### src/rtl/program_loader_pkg.sv
// program_loader_pkg: shared FSM states and stream-format constants for the program loader.
package program_loader_pkg;
    typedef enum logic [2:0] {IDLE, LEN_LO, LEN_HI, DATA, CHECK, DONE, ERROR} state_t;
    localparam int HDR_LEN = 2;
    localparam int CHK_W = 8;
    localparam int LEN_W = 8 * HDR_LEN;
endpackage

### src/rtl/program_loader_word_assembler.sv
// word_assembler: packs little-endian bytes into 32-bit words and flags the 4th byte.
module word_assembler (
    input  logic        clk,
    input  logic        rst_n,
    input  logic        clr,
    input  logic        en,
    input  logic [7:0]  din,
    output logic        word_done,
    output logic [31:0] word
);
    logic [1:0]  cnt;
    logic [23:0] sr;
    assign word_done = en && cnt == 2'd3;
    assign word = {din, sr};
    always_ff @(posedge clk or negedge rst_n) begin
        if (!rst_n) begin
            cnt <= '0;
            sr <= '0;
        end else if (clr) begin
            cnt <= '0;
            sr <= '0;
        end else if (en) begin
            cnt <= cnt + 2'd1;
            sr <= {din, sr[23:8]};
        end
    end
endmodule

### src/rtl/program_loader.sv
// program_loader: receives a length-prefixed, XOR-checked byte stream and writes it into instruction memory.
module program_loader
    import program_loader_pkg::*;
#(
    parameter logic [31:0] BASE_ADDR = 32'h0000_0000,
    parameter int MAX_WORDS = 64
) (
    input  logic        clk,
    input  logic        rst_n,
    input  logic        start,
    input  logic        rx_valid,
    input  logic [7:0]  rx_data,
    output logic        rx_ready,
    output logic        imem_we,
    output logic [31:0] imem_addr,
    output logic [31:0] imem_wd,
    output logic        cpu_hold,
    output logic        done,
    output logic        error
);
    localparam logic [LEN_W-1:0] MAXW = LEN_W'(MAX_WORDS);
    state_t state, next;
    logic [LEN_W-1:0] len, widx, n;
    logic [CHK_W-1:0] chk;
    logic xfer, clr, en, word_done;
    logic [31:0] word;
    word_assembler u_asm (
        .clk(clk),
        .rst_n(rst_n),
        .clr(clr),
        .en(en),
        .din(rx_data),
        .word_done(word_done),
        .word(word)
    );
    always_comb begin
        next = state;
        clr = 1'b0;
        rx_ready = state inside {LEN_LO, LEN_HI, DATA, CHECK};
        xfer = rx_valid && rx_ready;
        en = xfer && state == DATA;
        n = {rx_data, len[7:0]};
        case (state)
            IDLE, DONE, ERROR: if (start) begin
                next = LEN_LO;
                clr = 1'b1;
            end
            LEN_LO: if (xfer) next = LEN_HI;
            LEN_HI: if (xfer) next = n == '0 ? CHECK : n > MAXW ? ERROR : DATA;
            DATA:   if (word_done && widx == len - LEN_W'(1)) next = CHECK;
            CHECK:  if (xfer) next = rx_data == chk ? DONE : ERROR;
            default: next = IDLE;
        endcase
    end
    always_ff @(posedge clk or negedge rst_n) begin
        if (!rst_n) state <= IDLE;
        else state <= next;
    end
    // Write strobe lands the cycle after the 4th byte, with address/data already latched.
    always_ff @(posedge clk or negedge rst_n) begin
        if (!rst_n) begin
            len <= '0;
            widx <= '0;
            chk <= '0;
            imem_we <= 1'b0;
            imem_addr <= '0;
            imem_wd <= '0;
        end else begin
            imem_we <= word_done;
            if (clr) begin
                len <= '0;
                widx <= '0;
                chk <= '0;
            end
            if (xfer && state == LEN_LO) len[7:0] <= rx_data;
            if (xfer && state == LEN_HI) len[15:8] <= rx_data;
            if (en) chk <= chk ^ rx_data;
            if (word_done) begin
                imem_wd <= word;
                imem_addr <= BASE_ADDR + {{(30-LEN_W){1'b0}}, widx, 2'b00};
                widx <= widx + LEN_W'(1);
            end
        end
    end
    assign cpu_hold = state != DONE;
    assign done = state == DONE;
    assign error = state == ERROR;
endmodule

### config.mk
export PLATFORM = sky130hd
export DESIGN_NAME = program_loader
export DESIGN_NICKNAME = d
export VERILOG_FILES = /design/src/rtl/program_loader_pkg.sv /design/src/rtl/program_loader_word_assembler.sv /design/src/rtl/program_loader.sv
export SDC_FILE = /design/constraint.sdc
export NUM_CORES = 1
export LEC_CHECK = 0
export CORE_ASPECT_RATIO = 1.1
export CORE_MARGIN = 3
export CORE_UTILIZATION = 40
export DETAILED_ROUTE_END_ITERATION = 8
export SETUP_SLACK_MARGIN = 0.1
export SKIP_CTS_REPAIR_TIMING = 1
export SLEW_MARGIN = 0
export SYNTH_ARGS = -nofsm -noshare
export SYNTH_HDL_FRONTEND = slang
export SYNTH_SLANG_ARGS = --single-unit
export TNS_END_PERCENT = 100
### constraint.sdc
create_clock -name clk -period 3.5 [get_ports clk]
set_clock_uncertainty 0.1 [all_clocks]
set_input_delay 0.7 -clock clk [delete_from_list [all_inputs] [get_ports clk]]
set_output_delay 0.7 -clock clk [all_outputs]
set_load 0.005 [all_outputs]
==> implementation parameters, run 1 <==
Parameter                              Value

Placement
  Dpl hpwl ... 10.2 mm
  Instance area after placement ... 0.00649 mm2
  Placer congestion estimate ... 0.827
  Count of port buffers added during placement ... 64

Floorplanning
  Placeable core area ... 0.0139 mm2
  Die Outline Area ... 0.0158 mm2
  Horizontal die dimension ... 120 um
  Effective utilization at floorplan ... 41.2%
  Number of standard-cell rows in the floorplan ... 45
  Die height ... 132 um
  Io pins ... 81

Timing
  Worst hold slack after final layout ... 0.220 ns
  Rel. slew slack ... 51.8%
  Post-route fraction of the period consumed by the critical path ... 82.0%
  Final setup violation count ... 0
  Number of failing hold endpoints at the final stage ... 0
  Maximum clock frequency ... 349 MHz
  Post-route minimum period ... 2.87 ns
  RSZ-0062 raised after global routing ... no
  Max-slew violation count ... 0
  Tightest Pin Transition ... 0.720 ns
  Fin Setup TNS ... 0 ns

Global routing
  Global-route track usage on met1 ... 24.7%
  Global-route wire length before repair ... 24.4 mm
  Maximum number of pins on one net before global-route repair ... 69
  Number of antenna violations at the first check in global routing ... 0
  Vias in the first global route ... 4,769
  Global Route Usage Sum ... 19.2%
  Met2 track demand over resource in global routing ... 32.7%
  Sum of overflow across all layers after global routing ... 0
  Global-route track usage on met3 ... 3.87%
  Most used routing layer ... met2

Pwr
  Highest ir drop seen on vdd ... 0.327 mV
  Share of power burned in registers ... 36.6%
  Internal portion of total power ... 0.00391 W
  Cell Pwr Density ... 851 mW/mm2
  Power dissipated by switching net loads ... 0.00213 W
  Net Sw Frac ... 35.3%
  Proportion of power drawn by the clock network ... 29.8%
  Relative contribution of combinational cells to total power ... 33.6%
  Reported leakage power ... 3.31 nW

Setup path
  Kind of cell adding the most delay to the critical path ... flip-flops
  Buffers plus inverters on the worst setup path ... 1
  Largest fanout of any net on the critical path ... 14
  Critical path class ... reg2out
  Crit path DAT ... 2.07 ns
  Startpoint kind of the worst setup timing path ... flop
  Cell-by-cell listing of the critical path ... nor2b_1 -> and2_1 -> clkdlybuf4s50_1
  Type of element capturing the critical path ... output port
  Required time of the worst setup path ... 2.70 ns
  CP max stage cell ... sky130_fd_sc_hd__dfrtp_1
  Largest stage delay, worst path ... 0.61 ns

Synth
  Dominant cell by count in the synthesized netlist ... sky130_fd_sc_hd__nand2_1
  Sequential-to-total area share from yosys stat ... 51.5%
  Ys async rst share ... 100%
  EDFF count, synth ... 0
  Post-synthesis cell area ... 0.00573 mm2
  Register bit count reported by yosys ... 118
  Synth unique cells ... 53
  Ranking of synthesized cells by area ... sky130_fd_sc_hd__dfrtp_1, sky130_fd_sc_hd__nand2_1, sky130_fd_sc_hd__o21ai_0, sky130_fd_sc_hd__a21oi_1, sky130_fd_sc_hd__xor2_1
  Cell types with the highest counts after synthesis ... sky130_fd_sc_hd__nand2_1, sky130_fd_sc_hd__dfrtp_1, sky130_fd_sc_hd__o21ai_0
  Share of Yosys cell area claimed by the top area cell type ... 51.5%
  Avg Synthesized Cell Area ... 8.55 um2
  Gate count of the mapped netlist ... 670
  Yosys warning count ... 0
  Dominant register cell in the synthesized netlist ... sky130_fd_sc_hd__dfrtp_1
  Largest area contributor in the netlist ... sky130_fd_sc_hd__dfrtp_1

Clock tree
  Clock Pin Slew Worst Setup and Hold Paths ... 0.05 ns
  Number of clock sinks ... 118
  Maximum clock path buffer count ... 2
  Clock tree from TritonCTS ... done
  Root buffer selected by CTS ... sky130_fd_sc_hd__clkbuf_16
  Number of CTS-inserted buffers ... 17
  Number of levels in the clock H-tree ... 4
  Clock insertion delay at the later pin of the skew report ... 0.41 ns

Layout
  Fraction of final layout cells with drive strength greater than 1 ... 7.35%
  Area growth from synthesis to final layout ... 23.9%
  Final cell area excluding filler cells ... 0.00710 mm2
  Final net count ... 737
  Number of antenna repair diodes ... 0

Route
  Vias post-DR ... 4,768
  Average via count per standard cell ... 5.17
  Per-cell routed wire length ... 15.8 um
  Violation count after the first detailed-routing iteration ... 267
  Number of search-and-repair iterations in the first detailed-routing pass ... 5
  Post-route antenna net violation count ... 0
  Drt total wl ... 14.6 mm
  DRC violation count after routing ... 0

Worst hold path
  Path class of the lowest-slack min-delay path ... in2async

Outcome
  Result of the run ... completed

Job
  MaxCap Viol Count ... 0
==> power by group through the flow <==
stage / Clock [W] / Sequential (W) / Combinational [W]
finish: 0.00180 / 0.00221 / 0.00203
global route: 0.00190 / 0.00228 / 0.00226
CTS: 0.00183 / 0.00221 / 0.00204
detailed placement: 0 / 0.00223 / 0.00203
global placement: 0 / 0.00221 / 0.00200
floorplan: 0 / 0.00208 / 0.00132
==> cells in the final DEF (no fill, tap or decap), types with 5 or more instances in the layout <==
cell	instances
sky130_fd_sc_hd__xnor2_1	13
sky130_fd_sc_hd__xor2_1	16
sky130_fd_sc_hd__buf_4	12
sky130_fd_sc_hd__inv_1	6
sky130_fd_sc_hd__clkdlybuf4s50_1	63
sky130_fd_sc_hd__nand3_1	8
sky130_fd_sc_hd__a21oi_1	30
sky130_fd_sc_hd__conb_1	16
sky130_fd_sc_hd__nand2b_1	5
sky130_fd_sc_hd__dfrtp_1	118
sky130_fd_sc_hd__nor4_1	8
sky130_fd_sc_hd__nand2_1	243
sky130_fd_sc_hd__clkbuf_16	17
sky130_fd_sc_hd__o31ai_1	10
sky130_fd_sc_hd__and3_1	7
sky130_fd_sc_hd__o21ai_0	47
sky130_fd_sc_hd__mux2i_1	5
sky130_fd_sc_hd__nor2_1	24
sky130_fd_sc_hd__o211ai_1	7
sky130_fd_sc_hd__nand4_1	6
sky130_fd_sc_hd__nor3_1	5
sky130_fd_sc_hd__nor2b_1	6
==> stage by stage <==
step                      setup slack, ns  power, W  utilization [%]  instances
after global placement              0.559   0.00421             46.6        891
after global routing                0.519   0.00644             51.1        923
final                               0.631   0.00605             51.1        923
after CTS                           0.641   0.00609             51.1        923
after detailed placement            0.381   0.00426             46.6        891
after floorplan                      1.11   0.00340                -        685
==> final cells by class <==
type / instances / area (um2)
fillers: 1339 / 6810
flip-flops and latches: 118 / 2950
multi-input cells: 503 / 2530
repair buffers: 76 / 741
clock buffers: 19 / 443
well taps: 188 / 235
clock inverters: 13 / 171
inverters: 6 / 22.5
==> per-layer routing <==
layer  vias up  wire [um]
met5         -          0
met4         0        248
met3        19        532
met2       113       7500
met1      2330       6320
li1       2306          -
==> flip-flops by register name, summed over array words and instances, names as in the netlist <==
register   cells
u_asm.cnt      2
len           16
widx          16
imem_addr     16
state          3
chk            8
imem_we        1
imem_wd       32
u_asm.sr      24
==> path summary, 6_finish.rpt <==
kind | start | to | slack, ns | cells after the start
max | state[2] | error | 0.63 | 3
min | rst_n | widx[12] | 0.22 | 1
max reg2reg | len[0] | state[1] | 0.76 | 8
min reg2reg | u_asm.sr[1] | imem_wd[1] | 0.37 | 2
max in group asynchronous | rst_n | len[1] | 2.29 | 2
min in group clk | u_asm.sr[1] | imem_wd[1] | 0.37 | 2
==> logic make-up after synthesis <==
group | after synthesis | synth area share [%]
other cells | 1 | 0.0654
fa+ha+maj | 3 | 0.655
mux | 6 | 1.07
flops | 118 | 51.5
compound gates | 114 | 11.9
xor+xnor | 29 | 4.43
simple gates | 335 | 25.1
buf+inv | 64 | 5.26
Note: power is estimated with default switching activity, not from simulation.
==> run 2, diff against run 1 <==
- clock period: 3.5 -> 2.48 ns (I/O delays scaled with it)
==> run 2 against run 1 <==
Clock power up 39%. Core utilization up 3.3 points. First-iteration DRC count decreased by 11%. Clock-buffer cell count grew 1. Worst setup slack worse by 0.58 ns. Largest power group is now combinational logic. Die area stayed put. Non-clock buffer count increased by 47. Largest cell class unchanged. Flip-flop and latch count did not move. Cell area is 6.5% higher. Sequential power is 38% higher. Sequential share of layout area down 2.5 points.
==> implementation parameters, run 2 (same netlist as run 1, synthesis figures left out) <==
Parameter                              Value

Outcome
  Result of the run ... completed

Setup path
  Cell-by-cell listing of the critical path ... nor2_1 -> xnor2_1 -> clkdlybuf4s50_1
  Startpoint kind of the worst setup timing path ... flop
  R2R Setup Slk ... 0.07 ns (-0.69 ns)
  Largest fanout of any net on the critical path ... 14 (unchanged)
  Crit path DAT ... 1.83 ns (-0.24 ns)
  Type of element capturing the critical path ... output port
  Critical Path Source ... state[1]
  Critical path class ... reg2out
  Total number of cells along the worst setup path ... 3 (unchanged)
  Required time of the worst setup path ... 1.88 ns (-0.82 ns)
  Kind of cell adding the most delay to the critical path ... flip-flops
  Worst reg2reg path startpoint ... len[0]
  Buffers plus inverters on the worst setup path ... 1 (unchanged)
  CP max stage cell ... sky130_fd_sc_hd__dfrtp_1
  Largest stage delay, worst path ... 0.52 ns (-0.09 ns)
  FF-to-FF path depth ... 7 (-1)

Layout
  Multi-input combinational cell area ... 0.00262 mm2 (+3.3%)
  Area growth from synthesis to final layout ... 32.0%
  Final net count ... 784 (+6.4%)
  Top reg by flops ... imem_wd
  Number of antenna repair diodes ... 0 (unchanged)
  Highest-count cells in the layout ignoring fill and taps ... sky130_fd_sc_hd__nand2_1, sky130_fd_sc_hd__dfrtp_1, sky130_fd_sc_hd__clkdlybuf4s50_1
  Most common library cell in the layout ignoring fill and taps ... sky130_fd_sc_hd__nand2_1
  Number of filler cells placed in the layout ... 1,284 (-4.1%)
  Fraction of final layout cells with drive strength greater than 1 ... 14.6% (+7.2 points)
  Sequential cell area in the final layout ... 0.00296 mm2 (about the same)
  Largest registers ranked by flip-flop count ... imem_wd (32), u_asm.sr (24)
  Final cell area excluding filler cells ... 0.00756 mm2 (+6.5%)
  Max FFs per register ... 32 (unchanged)

Worst hold path
  Path class of the lowest-slack min-delay path ... reg2reg
  Startpoint of the tightest hold check path ... imem_addr[14]
  Hold path depth ... 2

Floorplanning
  Placeable core area ... 0.0139 mm2 (unchanged)
  Io pins ... 81 (unchanged)
  Horizontal die dimension ... 120 um (unchanged)
  Effective utilization at floorplan ... 41.2% (unchanged)
  Die height ... 132 um (unchanged)
  Die Outline Area ... 0.0158 mm2 (unchanged)
  Number of standard-cell rows in the floorplan ... 45 (unchanged)

Global routing
  Global-route wire length before repair ... 24.7 mm (+1.2%)
  Vias in the first global route ... 4,981 (+4.4%)
  Number of antenna violations at the first check in global routing ... 0 (unchanged)
  Maximum number of pins on one net before global-route repair ... 46 (-33%)
  Global Route Usage Sum ... 19.4% (+0.17 points)
  Sum of overflow across all layers after global routing ... 0 (unchanged)

Placement
  Count of port buffers added during placement ... 64 (unchanged)
  Instance area after placement ... 0.00683 mm2 (+5.3%)
  Placer congestion estimate ... 0.875 (+5.9%)
  Worst-case setup slack after placement ... -0.226 ns (-0.607 ns)
  Dpl hpwl ... 10.6 mm (+4.1%)

Clock tree
  Clock insertion delay at the later pin of the skew report ... 0.41 ns (about the same)
  Number of levels in the clock H-tree ... 4 (unchanged)
  Maximum clock path buffer count ... 2 (unchanged)
  Clock Pin Slew Worst Setup and Hold Paths ... 0.06 ns (about the same)
  Number of CTS-inserted buffers ... 17 (unchanged)
  Clock tree from TritonCTS ... done
  Root buffer selected by CTS ... sky130_fd_sc_hd__clkbuf_16
  Number of clock sinks ... 118 (unchanged)

Route
  Per-cell routed wire length ... 15.5 um (-1.8%)
  Post-route antenna net violation count ... 0 (unchanged)
  Vias post-DR ... 4,947 (+3.8%)
  Violation count after the first detailed-routing iteration ... 237 (-11%)
  DRC violation count after routing ... 0 (unchanged)
  Average via count per standard cell ... 5.10 (-1.3%)
  Drt total wl ... 15.1 mm (+3.2%)
  Number of search-and-repair iterations in the first detailed-routing pass ... 4 (-1)

Pwr
  Post-route total power ... 0.00917 W (+52%)
  Highest ir drop seen on vdd ... 0.638 mV (+95%)
  Cell Pwr Density ... 1210 mW/mm2 (+42%)
  Reported leakage power ... 3.55 nW (+7.4%)

Job
  MaxCap Viol Count ... 0 (unchanged)

Timing
  Maximum clock frequency ... 412 MHz
  Fin Setup TNS ... 0 ns (unchanged)
  Number of failing hold endpoints at the final stage ... 0 (unchanged)
  Post-layout worst setup margin ... 0.0514 ns (-0.579 ns)
  Post-route fraction of the period consumed by the critical path ... 97.9%
  RSZ-0062 raised after global routing ... yes
  Final setup violation count ... 0 (unchanged)
  Tightest Pin Transition ... 0.594 ns (-0.126 ns)
  Rel. slew slack ... 60.1% (+8.3 points)
  Post-route minimum period ... 2.43 ns
  Max-slew violation count ... 0 (unchanged)
run 2: worst reg2reg max path, cell delays in order, from the launching register on:
cell and delay [ns]:
sky130_fd_sc_hd__dfrtp_1 0.39, sky130_fd_sc_hd__or4_4 0.59, sky130_fd_sc_hd__or4_4 0.45, sky130_fd_sc_hd__a221oi_2 0.18
sky130_fd_sc_hd__o211ai_1 0.13, sky130_fd_sc_hd__nor4_2 0.24, sky130_fd_sc_hd__buf_4 0.16, sky130_fd_sc_hd__o21ba_1 0.11
run 2: final timing paths:
| path | end |
|---|---|
| min in group asynchronous | widx[12] |
| hold reg to reg | imem_addr[14] |
| setup / recovery | rx_ready |
| setup reg to reg | state[2] |
| max in group asynchronous | imem_addr[3] |
| hold / removal | imem_addr[14] |
run 2: metrics by stage:
step           instances  utilization [%]  hold slack [ns]
5_1_grt              970             54.4            0.394
3_5_place_dp         933             49.1            0.360
2_1_floorplan        685                -            0.100
4_1_cts              965             53.5          -0.0538
3_3_place_gp         933             49.1            0.359
6_report             970             54.4            0.368
run 2: layout make-up:
class,instances,area share [%]
flip-flops and latches,118,39.1
multi-input cells,503,34.6
repair buffers,123,14.8
clock buffers,20,6.17
well taps,188,3.11
clock inverters,12,1.90
inverters,6,0.298
run 2: routing by layer:
metal / vias up / share of wire, % / GRT usage [%]
met5: - / 0 / 0
met4: 0 / 1.6 / 6.05
met3: 22 / 2.9 / 3.75
met2: 109 / 52 / 34.3
met1: 2415 / 44 / 23.6
li1: 2401 / - / -
run 2: power breakdown:
part	leakage [nW]	total, W	switching [W]	internal, W
registers	1.59	0.00306	0.000528	0.00253
clock network	0.290	0.00251	0.000935	0.00157
logic	1.68	0.00361	0.00175	0.00186
